## src/rtl/version_info_streamer.sv

```systemverilog
// version_info_streamer
// Serialises a snapshotted build/version info word into a framed byte stream
// (SYNC, LEN, payload MS-byte first, CHK) behind a valid/ready handshake.
// Frames are started by a request pulse or by an optional periodic timer.
module version_info_streamer #(
    parameter int         INFO_BYTES    = 4,
    parameter int         PERIOD_CYCLES = 0,
    parameter logic [7:0] SYNC_BYTE     = 8'hA5
) (
    input  logic                    clk,
    input  logic                    rst,
    input  logic                    en,
    input  logic                    req,
    input  logic [INFO_BYTES*8-1:0] info_i,
    output logic [7:0]              m_data,
    output logic                    m_valid,
    output logic                    m_last,
    input  logic                    m_ready,
    output logic                    busy,
    output logic [15:0]             frame_cnt
);

    localparam int          W           = INFO_BYTES * 8;
    localparam logic [7:0]  LEN_BYTE    = 8'(INFO_BYTES);
    localparam logic [7:0]  LAST_IDX    = 8'(INFO_BYTES - 1);
    localparam logic        PERIOD_EN   = (PERIOD_CYCLES > 0) ? 1'b1 : 1'b0;
    localparam logic [31:0] PERIOD_LAST = (PERIOD_CYCLES > 0) ? 32'(PERIOD_CYCLES - 1) : 32'd0;

    typedef enum logic [2:0] {
        IDLE = 3'd0,
        SYNC = 3'd1,
        LEN  = 3'd2,
        PAY  = 3'd3,
        CHK  = 3'd4
    } state_t;

    // Running checksum accumulation (mod 256).
    function automatic logic [7:0] csum_add(input logic [7:0] acc, input logic [7:0] b);
        return acc + b;
    endfunction

    // Final checksum byte: makes LEN + payload + CHK == 0 mod 256.
    function automatic logic [7:0] csum_final(input logic [7:0] acc);
        return 8'd0 - acc;
    endfunction

    state_t         state_r;
    logic [W-1:0]   snap_r;
    logic [7:0]     idx_r;
    logic [7:0]     sum_r;
    logic           pending_r;
    logic [31:0]    period_cnt_r;

    logic           period_hit_s;
    logic           trig_s;
    logic           start_s;
    logic           accept_s;
    logic [7:0]     top_byte_s;

    assign accept_s   = m_valid && m_ready;
    assign top_byte_s = snap_r[W-1 -: 8];

    // Trigger sources are only honoured while the block is enabled.
    always_comb begin
        period_hit_s = 1'b0;
        trig_s       = 1'b0;
        if (en) begin
            period_hit_s = PERIOD_EN && (period_cnt_r == PERIOD_LAST);
            trig_s       = req || period_hit_s;
        end else begin
            period_hit_s = 1'b0;
            trig_s       = 1'b0;
        end
    end

    // A frame starts from IDLE, or back-to-back straight after CHK is accepted.
    always_comb begin
        start_s = 1'b0;
        if (en && (pending_r || trig_s)) begin
            start_s = (state_r == IDLE) || ((state_r == CHK) && accept_s);
        end else begin
            start_s = 1'b0;
        end
    end

    // Free-running period counter, parked at zero while disabled.
    always_ff @(posedge clk or posedge rst) begin
        if (rst) begin
            period_cnt_r <= 32'd0;
        end else if (!en || !PERIOD_EN) begin
            period_cnt_r <= 32'd0;
        end else if (period_cnt_r == PERIOD_LAST) begin
            period_cnt_r <= 32'd0;
        end else begin
            period_cnt_r <= period_cnt_r + 32'd1;
        end
    end

    // One-deep pending flag; a trigger coinciding with consumption is retained.
    always_ff @(posedge clk or posedge rst) begin
        if (rst) begin
            pending_r <= 1'b0;
        end else if (!en) begin
            pending_r <= 1'b0;
        end else if (start_s) begin
            pending_r <= pending_r && trig_s;
        end else if (trig_s) begin
            pending_r <= 1'b1;
        end
    end

    // Frame FSM with registered stream outputs, snapshot and checksum.
    always_ff @(posedge clk or posedge rst) begin
        if (rst) begin
            state_r   <= IDLE;
            snap_r    <= '0;
            idx_r     <= 8'd0;
            sum_r     <= 8'd0;
            m_data    <= 8'd0;
            m_valid   <= 1'b0;
            m_last    <= 1'b0;
            busy      <= 1'b0;
            frame_cnt <= 16'd0;
        end else begin
            case (state_r)
                IDLE: begin
                    if (start_s) begin
                        snap_r  <= info_i;
                        m_data  <= SYNC_BYTE;
                        m_valid <= 1'b1;
                        m_last  <= 1'b0;
                        busy    <= 1'b1;
                        state_r <= SYNC;
                    end
                end
                SYNC: begin
                    if (accept_s) begin
                        m_data  <= LEN_BYTE;
                        state_r <= LEN;
                    end
                end
                LEN: begin
                    if (accept_s) begin
                        m_data  <= top_byte_s;
                        sum_r   <= csum_add(LEN_BYTE, top_byte_s);
                        snap_r  <= snap_r << 8;
                        idx_r   <= 8'd0;
                        state_r <= PAY;
                    end
                end
                PAY: begin
                    if (accept_s) begin
                        if (idx_r == LAST_IDX) begin
                            m_data  <= csum_final(sum_r);
                            m_last  <= 1'b1;
                            state_r <= CHK;
                        end else begin
                            m_data <= top_byte_s;
                            sum_r  <= csum_add(sum_r, top_byte_s);
                            snap_r <= snap_r << 8;
                            idx_r  <= idx_r + 8'd1;
                        end
                    end
                end
                CHK: begin
                    if (accept_s) begin
                        frame_cnt <= frame_cnt + 16'd1;
                        if (start_s) begin
                            snap_r  <= info_i;
                            m_data  <= SYNC_BYTE;
                            m_valid <= 1'b1;
                            m_last  <= 1'b0;
                            busy    <= 1'b1;
                            state_r <= SYNC;
                        end else begin
                            m_valid <= 1'b0;
                            m_last  <= 1'b0;
                            busy    <= 1'b0;
                            state_r <= IDLE;
                        end
                    end
                end
                default: begin
                    m_valid <= 1'b0;
                    m_last  <= 1'b0;
                    busy    <= 1'b0;
                    state_r <= IDLE;
                end
            endcase
        end
    end

endmodule

```

## config.mk

```make
export PLATFORM = sky130hd
export DESIGN_NAME = version_info_streamer
export DESIGN_NICKNAME = d
export VERILOG_FILES = /design/src/rtl/version_info_streamer.sv
export SDC_FILE = /design/constraint.sdc
export NUM_CORES = 1
export LEC_CHECK = 0
export BUFFER_PORTS_ARGS = -buffer_cell sky130_fd_sc_hd__buf_2
export CORE_MARGIN = 5
export CORE_UTILIZATION = 55
export CTS_BUF_LIST = sky130_fd_sc_hd__clkbuf_4
export DETAILED_ROUTE_END_ITERATION = 8
export GPL_TIMING_DRIVEN = 0
export PLACE_DENSITY = 0.84
export SETUP_SLACK_MARGIN = 0.15
export SYNTH_ARGS = -nofsm -noshare
export SYNTH_HDL_FRONTEND = slang
export SYNTH_SLANG_ARGS = --single-unit
```

## constraint.sdc

```tcl
create_clock -name clk -period 3.34 [get_ports clk]
set_clock_uncertainty 0.2 [all_clocks]
set_input_delay 0.835 -clock clk [delete_from_list [all_inputs] [get_ports clk]]
set_output_delay 0.835 -clock clk [all_outputs]
set_load 0.01 [all_outputs]
```

; After elaboration in Yosys (flattened, before gate mapping)
; Index checks and enable logic that the tools add are counted.
; W data, S select, Z words.
[word_totals]
register_bits = 78
latch_bits = 0
mem_bits_rw = 0
romBits = 0
in_bits = 37
out_inout_bits = 27
word_cells = 91
n_memories = 0
[classes]
add_sub_neg = 5
n_mul = 0
div_mod_pow = 0
n_lt_le_gt_ge = 0
eq_ne = 13
n_shift = 0
mux = 43
bitwise = 2
n_reduce_logical = 19
[ops]
columns = operator, count
row1 = $mux W32, 5
row2 = $pmux W32 S4, 1
row3 = $mux W8, 12
row4 = $pmux W8 S5, 1
row5 = $pmux W8 S2, 2
row6 = $mux W3, 6
row7 = $add A16 B1 Y16 const B, 1
row8 = $pmux W3 S5, 1
row9 = $reduce_and A5 Y1, 3
row10 = $ne A2 B2 Y1 const B, 7
row11 = $mux W1, 13
row12 = $add A3 B8 Y8 const A, 1
row13 = $add A8 B1 Y8 const B, 1
row14 = $add A8 B8 Y8, 1
row15 = $eq A8 B2 Y1 const B, 1
row16 = $sub A1 B8 Y8 const A, 1
row17 = $eq A3 B2 Y1 const B, 2
row18 = $reduce_and A6 Y1, 1
row19 = $reduce_bool A5 Y1, 1
row20 = $logic_and A1 B1 Y1, 4
row21 = $pmux W1 S4, 1
row22 = $reduce_and A4 Y1, 1
row23 = $reduce_bool A4 Y1, 1
row24 = $eq A3 B1 Y1 const B, 1
row25 = 11 further kinds, 13

; Longest topological paths before layout
; Gate-level depths: netlist of the first run.
[logic_depth]
depth_word = 7
depth_mapped = 11
depth_no_buf = 9

; Least setup slack after synthesis of the first run
; Ideal clock, no wire load.
[synth_path]
path_kind = in2reg
from = input req
to = register snap_r[11]
setup_time_ns = 0.133
arrival_time_ns = 2.059
t_required_ns = 3.007
slack_ns = 0.948
path_stages = 9
path_buffers = 3
path_cell_list = o21ai_0 -> o21a_1 -> o22a_1 -> o21a_1 -> buf_4 -> buf_6 -> buf_6 -> nand2_1 -> o21ai_0
[synth_via]
elab_chain_len = 7
[synth_lines]
columns = item, line_no
row1 = "start, declared", 13  ; input logic req,
row2 = $mux W1 *, 67  ; if (en) begin
row3 = $logic_or A1 B1 Y1 *, 79  ; if (en && (pending_r || trig_s)) begin
row4 = $logic_and A1 B1 Y1 *, 79
row5 = $mux W1 *, 79
row6 = $mux W32 *, -
row7 = $mux W32, -
row8 = $pmux W32 S4 *, -
row9 = "end signal, assigned", 128  ; snap_r <= info_i;
row10 = "end signal, assigned", 146  ; snap_r <= snap_r << 8;
row11 = "end signal, assigned", 160  ; snap_r <= snap_r << 8;
row12 = "end, declared", 48  ; logic [W-1:0] snap_r;
; Every way passes the cells marked *; elsewhere a longest branch is shown, timed or not. The select of a mux whose other input is x is not followed.
; A chain may end at the register's enable or synchronous reset.

; Final worst setup path of the first run
[layout_path]
from = register idx_r[0]
to = register m_data[2]
[layout_via]
elab_chain_len = 4
[layout_lines]
columns = item, line_no
row1 = "start, declared", 49  ; logic [7:0] idx_r;
row2 = "start signal, assigned", 161  ; idx_r <= idx_r + 8'd1;
row3 = $eq A8 B2 Y1, 153  ; if (idx_r == LAST_IDX) begin
row4 = $mux W8, 153
row5 = $mux W8, 152  ; if (accept_s) begin
row6 = $pmux W8 S5, 125  ; case (state_r)
row7 = "end signal, assigned", 144  ; m_data <= top_byte_s;
row8 = "end signal, assigned", 154  ; m_data <= csum_final(sum_r);
row9 = "end signal, assigned", 158  ; m_data <= top_byte_s;
row10 = "end, declared", 15  ; output logic [7:0] m_data,
; No other way between the ends. The select of a mux whose other input is x is not followed.

==> results of run 1 <==
-- worst max-delay path, stage by stage (launching register included) --
cell,delay [ns]
dfrtp_1,0.46
ha_1,0.27
nor4b_2,0.18
and2_1,0.15
buf_6,0.14
nand2_2,0.07
clkbuf_1,0.36
nor2_1,0.09
a2111oi_0,0.42
nor2_1,0.08
-- metrics by stage --
step	cells	worst slack (ns)	area, um2	power, uW
after floorplan	429	0.310	4160	2710
after global placement	591	-0.604	4600	3090
after detailed placement	592	0.512	4630	3160
after CTS	608	0.819	4800	3820
after global routing	608	0.626	4800	4120
final	608	0.824	4800	3820
-- kinds of logic (layout without fill, tap and decap cells) --
group | count (synthesis) | count (layout) | synth area share, %
multiplexers | 27 | 27 | 6.55
AO/OA/AOI/OAI | 105 | 105 | 16.1
AND/OR/NAND/NOR | 145 | 145 | 16.0
adder cells (fa/ha/maj) | 12 | 12 | 3.79
buffers and inverters | 29 | 109 | 3.76
XOR/XNOR | 33 | 33 | 6.95
flip-flops | 78 | 78 | 46.9
-- flip-flops by register name (all words and copies together), names as in the netlist --
name	flops
m_last	1
state_r	3
busy	1
snap_r	32
frame_cnt	16
m_data	8
sum_r	8
pending_r	1
idx_r	8
-- worst max-delay path by stage --
stage	startpoint	end	slack, ns	cells after the start
2_1_floorplan	rst	busy	0.31	1
3_3_place_gp	rst	sum_r[1]	-0.60	2
3_5_place_dp	req	m_data[2]	0.51	8
4_1_cts	idx_r[0]	m_data[2]	0.82	9
5_1_grt	idx_r[0]	m_data[2]	0.63	9
6_report	idx_r[0]	m_data[2]	0.82	9
-- routing by layer --
layer | part of all wire (%) | up-vias | GRT usage, %
met5 | 0 | - | 0
met4 | 1.8 | 0 | 8.10
met1 | 43 | 1642 | 27.0
met2 | 49 | 111 | 34.0
met3 | 6.1 | 14 | 3.38
li1 | - | 1660 | -
-- cell usage in the layout (no fill, tap or decap), types with 5 or more instances in the layout --
| cell | count |
|---|---|
| a21o_1 | 13 |
| a21oi_1 | 15 |
| a22o_1 | 10 |
| and3_1 | 5 |
| buf_2 | 68 |
| clkbuf_1 | 8 |
| clkbuf_4 | 9 |
| dfrtp_1 | 78 |
| ha_1 | 11 |
| inv_1 | 7 |
| mux2i_1 | 25 |
| nand2_1 | 63 |
| nand3_1 | 13 |
| nor2_1 | 32 |
| nor3_1 | 9 |
| o21ai_0 | 41 |
| xnor2_1 | 18 |
| xor2_1 | 15 |
-- report_power, final --
group | leakage [uW] | internal (uW) | switching, uW
combinational | 0.00121 | 733 | 958
sequential | 0.00102 | 1210 | 259
clock | 0.0000842 | 306 | 358
total | 0.00232 | 2250 | 1570
-- area by class of cell --
class / count / area share, %
Inverter: 8 / 0.678
Tap cell: 99 / 2.58
Clock inverter: 7 / 2.03
Multi-Input combinational cell: 322 / 42.8
Clock buffer: 9 / 1.41
Timing Repair Buffer: 64 / 7.15
Sequential cell: 78 / 40.7
Buffer: 21 / 2.64
==> impl_metrics.yaml, run 1 <==
cells_and_area:
  drive_above_1_share_pct: 20.0
  syn2layout_area_growth_pct: 15.2
  nets: 553
  fillers: 619
  final_util_pct: 65.8
  multi_input_area_um2: 2050
  seqCellArea_um2: 1950
  diodes: 0
grt:
  antenna_found_initial: 0
  grtUsageTotal_pct: 20.6
  grt_max_degree: 50
  grt_overflow_total: 0
  grt_pass1_vias: 3405
  grt_pass1_wl_um: 16100
clock_tree:
  cts-resized-gates: 0
  postCtsHoldBufs: 0
  cts-root-buf: "clkbuf_4"
  postCtsSetupRepairBufs: 0
  insertion_delay_ns: 0.44
  numCtsBuffers: 9
  cts_buffer_depth: 2
  cts_tree: "built"
  clk_pin_slew_ns: 0.14
  cts.htree.levels: 3
  cts_num_sinks: 78
sta:
  max_slew_margin_pct: 49.5
  fin_tns_setup_ns: 0
  fmax_mhz: 397
  fin_hold_ws_ns: 0.163
  hold_violations: 0
  drv_slew: 0
  setup_violations: 0
  fin_crit_sh_pct: 75.3
  worst_pin_slew_ns: 0.757
  rsz0062_at_grt: "no"
  fin_crit_ns: 2.52
logic_synthesis:
  synth_top_cell_area_share_pct: 46.9
  yosysTopAreaCell: "dfrtp_1"
  synth.area.top_cells: "dfrtp_1 47%, mux2i_1 6.0%, nand2_1 5.7%, o21ai_0 4.9%, xnor2_1 3.8%"
  synth_area_um2: 4160
  synth_cell_types: 46
  ys_warn_count: 0
  postSynth.asyncResetShare_pct: 100
  syn_area_per_cell_um2: 9.70
  synthFlopType: "dfrtp_1"
  netlist_top_cells_count: "78 x dfrtp_1, 63 x nand2_1, 41 x o21ai_0"
  synth_most_common_cell: "dfrtp_1"
  synth_edf_count: 0
  postSynthCellCount: 429
  ys_seq_elements: 78
  syn_nets: 478
  ys_seq_area_share_pct: 46.9
placed_design:
  place_hpwl_um: 6960
  io_buffers: 63
  gpl.final_weighted_congestion: 0.912
die:
  die_area_um2: 9410
  core_area_um2: 7290
  die_y_um: 97.0
  die_w_um: 97.0
  rows: 31
  start_util_pct: 57.1
  ios: 64
critical_path:
  worstPathRequired_ns: 3.47
  endpoint_kind: "register"
  startpoint_type: "register"
  crit_fanout: 10
  worst_r2r_startpoint: "idx_r[0]"
  reg2reg_depth: 9
  arrival_ns: 2.65
  r2r_slack_ns: 0.82
  timing.rr.end: "m_data[2]"
  crit_type: "reg2reg"
power_and_ir_drop:
  leakage_uw: 0.00232
  power_density_nw_per_um2: 797
  ir_drop_mv: 0.437
route:
  wirelength_um: 9470
  wire_per_inst_um: 15.6
  viasPerCell: 5.64
  firstDrtPassIters: 5
  vias: 3427
  initialDrtViolationCount: 262
  drtAntennaViolNets: 0
  drc: 0
hold_path:
  holdCritPathClass: "in2async"
status:
  status: "complete, no violations"
job:
  maxCapViolCount: 0
No activity file was read; power rests on OpenSTA's default activity.
==> inputs of run 2 (changes only) <==
Settings changed: CORE_UTILIZATION 55 to 53.
Clock period 3.34 ns to 2.1 ns, I/O delays scaled along.
==> run 2 against run 1 <==
The flow now finishes with violations (negative setup slack). Sequential cell count unchanged. Via count up 16%. Sequential share of layout area down 7.7 points. Global-route usage up 3.3 points. Cell count up 9.7%. Register-to-register slack worse by 1.0 ns. Critical path depth up 1. Largest cell class unchanged. Highest routed layer unchanged.
==> impl_metrics.yaml, run 2 (synthesis gave the netlist of run 1 again) <==
die:
  die_w_um: 98.6
  die_area_um2: 9720
  ios: 64
  rows: 32
  core_area_um2: 7690
  start_util_pct: 54.1
  die_y_um: 98.6
critical_path:
  reg2reg_depth: 10
  arrival_ns: 2.47
  crit_fanout: 3
  worstPathRequired_ns: 2.24
  startpoint_type: "register"
  endpoint_kind: "register"
  crit_type: "reg2reg"
power_and_ir_drop:
  totalPowerFinal_uw: 8180
  leakage_uw: 0.00284
  power_density_nw_per_um2: 1380
  ir_drop_mv: 1.06
route:
  firstDrtPassIters: 6
  vias: 3989
  viasPerCell: 5.98
  wirelength_um: 13600
  drtAntennaViolNets: 0
  initialDrtViolationCount: 309
  wire_per_inst_um: 20.4
  drc: 0
cells_and_area:
  top_register: "snap_r"
  fillers: 463
  drive_above_1_share_pct: 47.1
  syn2layout_area_growth_pct: 42.8
  final_cell_mix: "70 x dfrtp_1, 63 x buf_2, 36 x buf_4, 31 x nand2_1"
  nets: 610
  final_util_pct: 77.3
  diodes: 0
  final_common_cell: "dfrtp_1"
  reg.largest.list: "snap_r: 32 flops, frame_cnt: 16 flops"
  largest_reg_flops: 32
clock_tree:
  cts_buffer_depth: 2
  cts_num_sinks: 78
  postCtsHoldBufs: 0
  cts-root-buf: "clkbuf_4"
  cts.htree.levels: 3
  numCtsBuffers: 9
  clk_pin_slew_ns: 0.14
  cts_tree: "built"
  insertion_delay_ns: 0.45
sta:
  worst_pin_slew_ns: 0.810
  setup_violations: 40
  fmax_mhz: 430
  fin_tns_setup_ns: -6.01
  drv_slew: 0
  rsz0062_at_grt: "yes"
  fin_ws_ns: -0.225
  fin_crit_ns: 2.33
  fin_crit_sh_pct: 111
  hold_violations: 0
  max_slew_margin_pct: 45.9
hold_path:
  holdCritPathClass: "in2async"
placed_design:
  io_buffers: 63
  place_hpwl_um: 7070
  gpl.final_weighted_congestion: 0.956
grt:
  grt_pass1_vias: 3902
  antenna_found_initial: 0
  grt_overflow_total: 0
  grtUsageTotal_pct: 23.9
  grt_pass1_wl_um: 18900
  grt_max_degree: 44
status:
  violations: "negative setup slack"
  status: "complete, but fails checks"
job:
  maxCapViolCount: 0
run 2: critical path, stage by stage, from the launching register on:
cell and delay, ns:
dfrtp_1 0.40, ha_2 0.19, nor4b_4 0.13, and2_1 0.15, buf_6 0.12, o22a_1 0.19
o21a_1 0.23, buf_6 0.15, buf_6 0.12, a21o_1 0.15, a22o_1 0.20
run 2: report_power, final:
part / internal, uW / total, uW / switching, uW
clock: 354 / 930 / 576
combinational: 2310 / 4850 / 2540
sequential: 1930 / 2400 / 470
run 2: worst paths after layout:
path / from / endpoint / slack, ns
worst max-delay path: idx_r[0] / snap_r[0] / -0.23
worst min-delay path: rst / snap_r[17] / 0.01
worst max register to register: idx_r[0] / snap_r[0] / -0.23
worst min register to register: m_data[6] / m_data[6] / 0.29
max in group asynchronous: rst / sum_r[4] / 1.01
min in group clk: info_i[0] / snap_r[0] / 0.11
run 2: what timing repair did:
item / CTS / global route
setup buffers: 41 / 13
gates cloned: 4 / 1
endpoints found under the setup margin: 66 / 68
pin swaps: 46 / 31
gates resized for setup: 99 / 98
run 2: stage by stage:
| step | instances | cell area, um2 | hold WS (ns) | setup slack, ns |
|---|---|---|---|---|
| after floorplan | 429 | 4260 | 0.248 | -0.0815 |
| after global placement | 594 | 4700 | 0.257 | -0.251 |
| after detailed placement | 595 | 4720 | 0.269 | -0.283 |
| after CTS | 653 | 5460 | 0.0469 | -0.134 |
| after global routing | 667 | 5940 | 0.0644 | -0.294 |
| final | 667 | 5940 | 0.0118 | -0.225 |
run 2: metal layers:
| metal | GRT usage, % | wire length, um |
|---|---|---|
| met1 | 29.0 | 5280 |
| met2 | 42.2 | 6980 |
| met3 | 5.45 | 834 |
| met4 | 7.46 | 527 |
| met5 | 0 | 0 |
run 2: final cells by class:
| class | count | area [um2] | area share (%) |
|---|---|---|---|
| multi-input combinational | 322 | 2570 | 43.3 |
| clock buffer | 9 | 67.6 | 1.14 |
| tap | 102 | 128 | 2.15 |
| timing repair buffer | 123 | 925 | 15.6 |
| sequential | 78 | 1960 | 33.0 |
| inverter | 8 | 33.8 | 0.569 |
| clock inverter | 6 | 63.8 | 1.07 |
| buffer | 19 | 188 | 3.16 |
==> inputs of run 3 (changes only) <==
Settings changed: CAP_MARGIN set to 10, CORE_UTILIZATION 53 to 42, PLACE_DENSITY 0.84 to 0.7.
==> run 3 against run 2 <==
Register-to-register slack improved by 0.099 ns. Total power is 2.9% lower. The run still ends with negative setup slack left. Largest power group unchanged. Sequential share of layout area down 0.19 points. Clock power is 17% higher. Sequential cell count stayed put.
==> impl_metrics.yaml, run 3 (synthesis gave the netlist of run 1 again) <==
placed_design:
  gpl.final_weighted_congestion: 0.899
  placed_area_um2: 4780
  place_hpwl_um: 7310
  io_buffers: 63
  dpl.cell_count: 627
route:
  initialDrtViolationCount: 208
  wirelength_um: 12000
  viasPerCell: 5.35
  wire_per_inst_um: 17.0
  vias: 3771
  firstDrtPassIters: 5
  drc: 0
  drtAntennaViolNets: 0
grt:
  grt_pass1_wl_um: 17800
  grt_max_degree: 39
  antenna_found_initial: 0
  grt_overflow_total: 0
  grt_pass1_vias: 3672
  grtUsageTotal_pct: 18.8
sta:
  hold_violations: 0
  drv_slew: 0
  max_slew_margin_pct: 53.4
  fin_ws_ns: -0.126
  fin_crit_ns: 2.23
  worst_pin_slew_ns: 0.699
  setup_violations: 42
  fmax_mhz: 449
  rsz0062_at_grt: "yes"
  fin_crit_sh_pct: 106
  fin_tns_setup_ns: -3.40
clock_tree:
  clk_pin_slew_ns: 0.15
  cts.htree.levels: 3
  cts_tree: "built"
  insertion_delay_ns: 0.44
  cts_buffer_depth: 2
  cts-root-buf: "clkbuf_4"
  numCtsBuffers: 9
  cts_num_sinks: 78
hold_path:
  holdCritPathClass: "in2reg"
critical_path:
  slowest_delay_ns: 0.46
  crit_family: "compound AO/OA/AOI/OAI gates"
  endpoint_kind: "register"
  crit_fanout: 5
  worst_path_max_delay_cell: "dfrtp_2"
  crit_type: "reg2reg"
  crit_chain: "ha_4, a21o_1, a31oi_4, a32oi_2, xor2_1, o21ai_1, a221o_1"
  startpoint_type: "register"
  worstPathRequired_ns: 2.22
  path_buf_inv: 0
  arrival_ns: 2.35
status:
  violations: "negative setup slack"
  status: "complete, but fails checks"
power_and_ir_drop:
  ir_drop_mv: 0.629
  leakage_uw: 0.00282
  p_comb_share_pct: 56.3
  p_seq_share_pct: 30.0
  p_clk_share_pct: 13.8
  swShare_pct: 41.7
  switching_power_uw: 3320
  p_int_uw: 4630
  power_density_nw_per_um2: 1330
cells_and_area:
  final_area_um2: 5980
  reg.largest.list: "snap_r: 32 flops, frame_cnt: 16 flops"
  fillers: 814
  final_common_cell: "dfrtp_1"
  nets: 616
  final_cell_mix: "70 x dfrtp_1, 66 x buf_2, 44 x buf_4, 40 x nand2_1, 25 x mux2i_1"
  largest_reg_flops: 32
  diodes: 0
  top_register: "snap_r"
  syn2layout_area_growth_pct: 43.6
  fin_cells: 705
  drive_above_1_share_pct: 45.1
die:
  die_w_um: 110
  rows: 36
  ios: 64
  core_area_um2: 9730
  die_area_um2: 12000
  start_util_pct: 42.8
  die_y_um: 110
job:
  maxCapViolCount: 0
-- run 3: changes by cell type in the layout (fill, tap and decap cells not counted), sizes merged --
cell,previous run,this run
buf,135,142
clkinvlp,3,2
clkinv,3,1
bufinv,1,2
clkbuf,16,15
dlygate4sd3,0,1
inv,7,9
-- run 3: per-layer routing --
| layer | GRT usage [%] | up-vias | routed length, um |
|---|---|---|---|
| met2 | 31.1 | 110 | 5970 |
| met4 | 6.06 | 0 | 237 |
| li1 | - | 1789 | - |
| met3 | 3.52 | 26 | 601 |
| met1 | 25.0 | 1846 | 5160 |
| met5 | 0 | - | 0 |
-- run 3: area by class of cell --
| type | count | area (um2) | area share [%] |
|---|---|---|---|
| Tap cell | 133 | 166 | 2.78 |
| Timing Repair Buffer | 127 | 946 | 15.8 |
| Multi-Input combinational cell | 322 | 2510 | 42.0 |
| Clock buffer | 10 | 75.1 | 1.26 |
| Sequential cell | 78 | 1960 | 32.8 |
| Inverter | 8 | 33.8 | 0.565 |
| Clock inverter | 6 | 93.8 | 1.57 |
| Buffer | 21 | 186 | 3.12 |
-- run 3: power by group through the flow --
stage | logic [uW] | clock network [uW] | registers, uW
2_1_floorplan | 2130 | 0 | 2300
3_3_place_gp | 2720 | 0 | 2350
3_5_place_dp | 2800 | 0 | 2370
4_1_cts | 3640 | 1110 | 2300
5_1_grt | 4790 | 1170 | 2440
6_report | 4470 | 1090 | 2380
-- run 3: final timing paths --
| path | from | endpoint | slack [ns] | depth (start not counted) |
|---|---|---|---|---|
| max | snap_r[28] | sum_r[7] | -0.13 | 7 |
| min | info_i[3] | snap_r[3] | 0.11 | 2 |
| max reg2reg | snap_r[28] | sum_r[7] | -0.13 | 7 |
| min reg2reg | frame_cnt[15] | frame_cnt[15] | 0.28 | 1 |
| max in group asynchronous | rst | busy | 0.54 | 5 |
| min in group asynchronous | rst | idx_r[7] | 0.43 | 3 |
-- run 3: stage by stage --
stage	utilization (%)	hold slack [ns]	worst slack (ns)	power, uW
2_1_floorplan	-	0.248	-0.0815	4420
3_3_place_gp	48.7	0.257	-0.263	5070
3_5_place_dp	49.1	0.266	-0.312	5170
4_1_cts	56.4	0.0948	-0.145	7040
5_1_grt	61.4	0.0905	-0.207	8400
6_report	61.4	0.110	-0.126	7950
-- run 3: what timing repair did --
item,4_1_cts,5_1_grt
pin swaps,37,37
buffers inserted,32,23
endpoints found under the hold margin,16,0
resized for setup,81,88
endpoints found under the setup margin,67,68
hold buffers,1,0
gates cloned,4,2
-- run 3: worst reg2reg max path, stage by stage, from the launching register on --
cell	delay [ns]
dfrtp_2	0.46
ha_4	0.32
a21o_1	0.16
a31oi_4	0.05
a32oi_2	0.26
xor2_1	0.23
o21ai_1	0.11
a221o_1	0.32
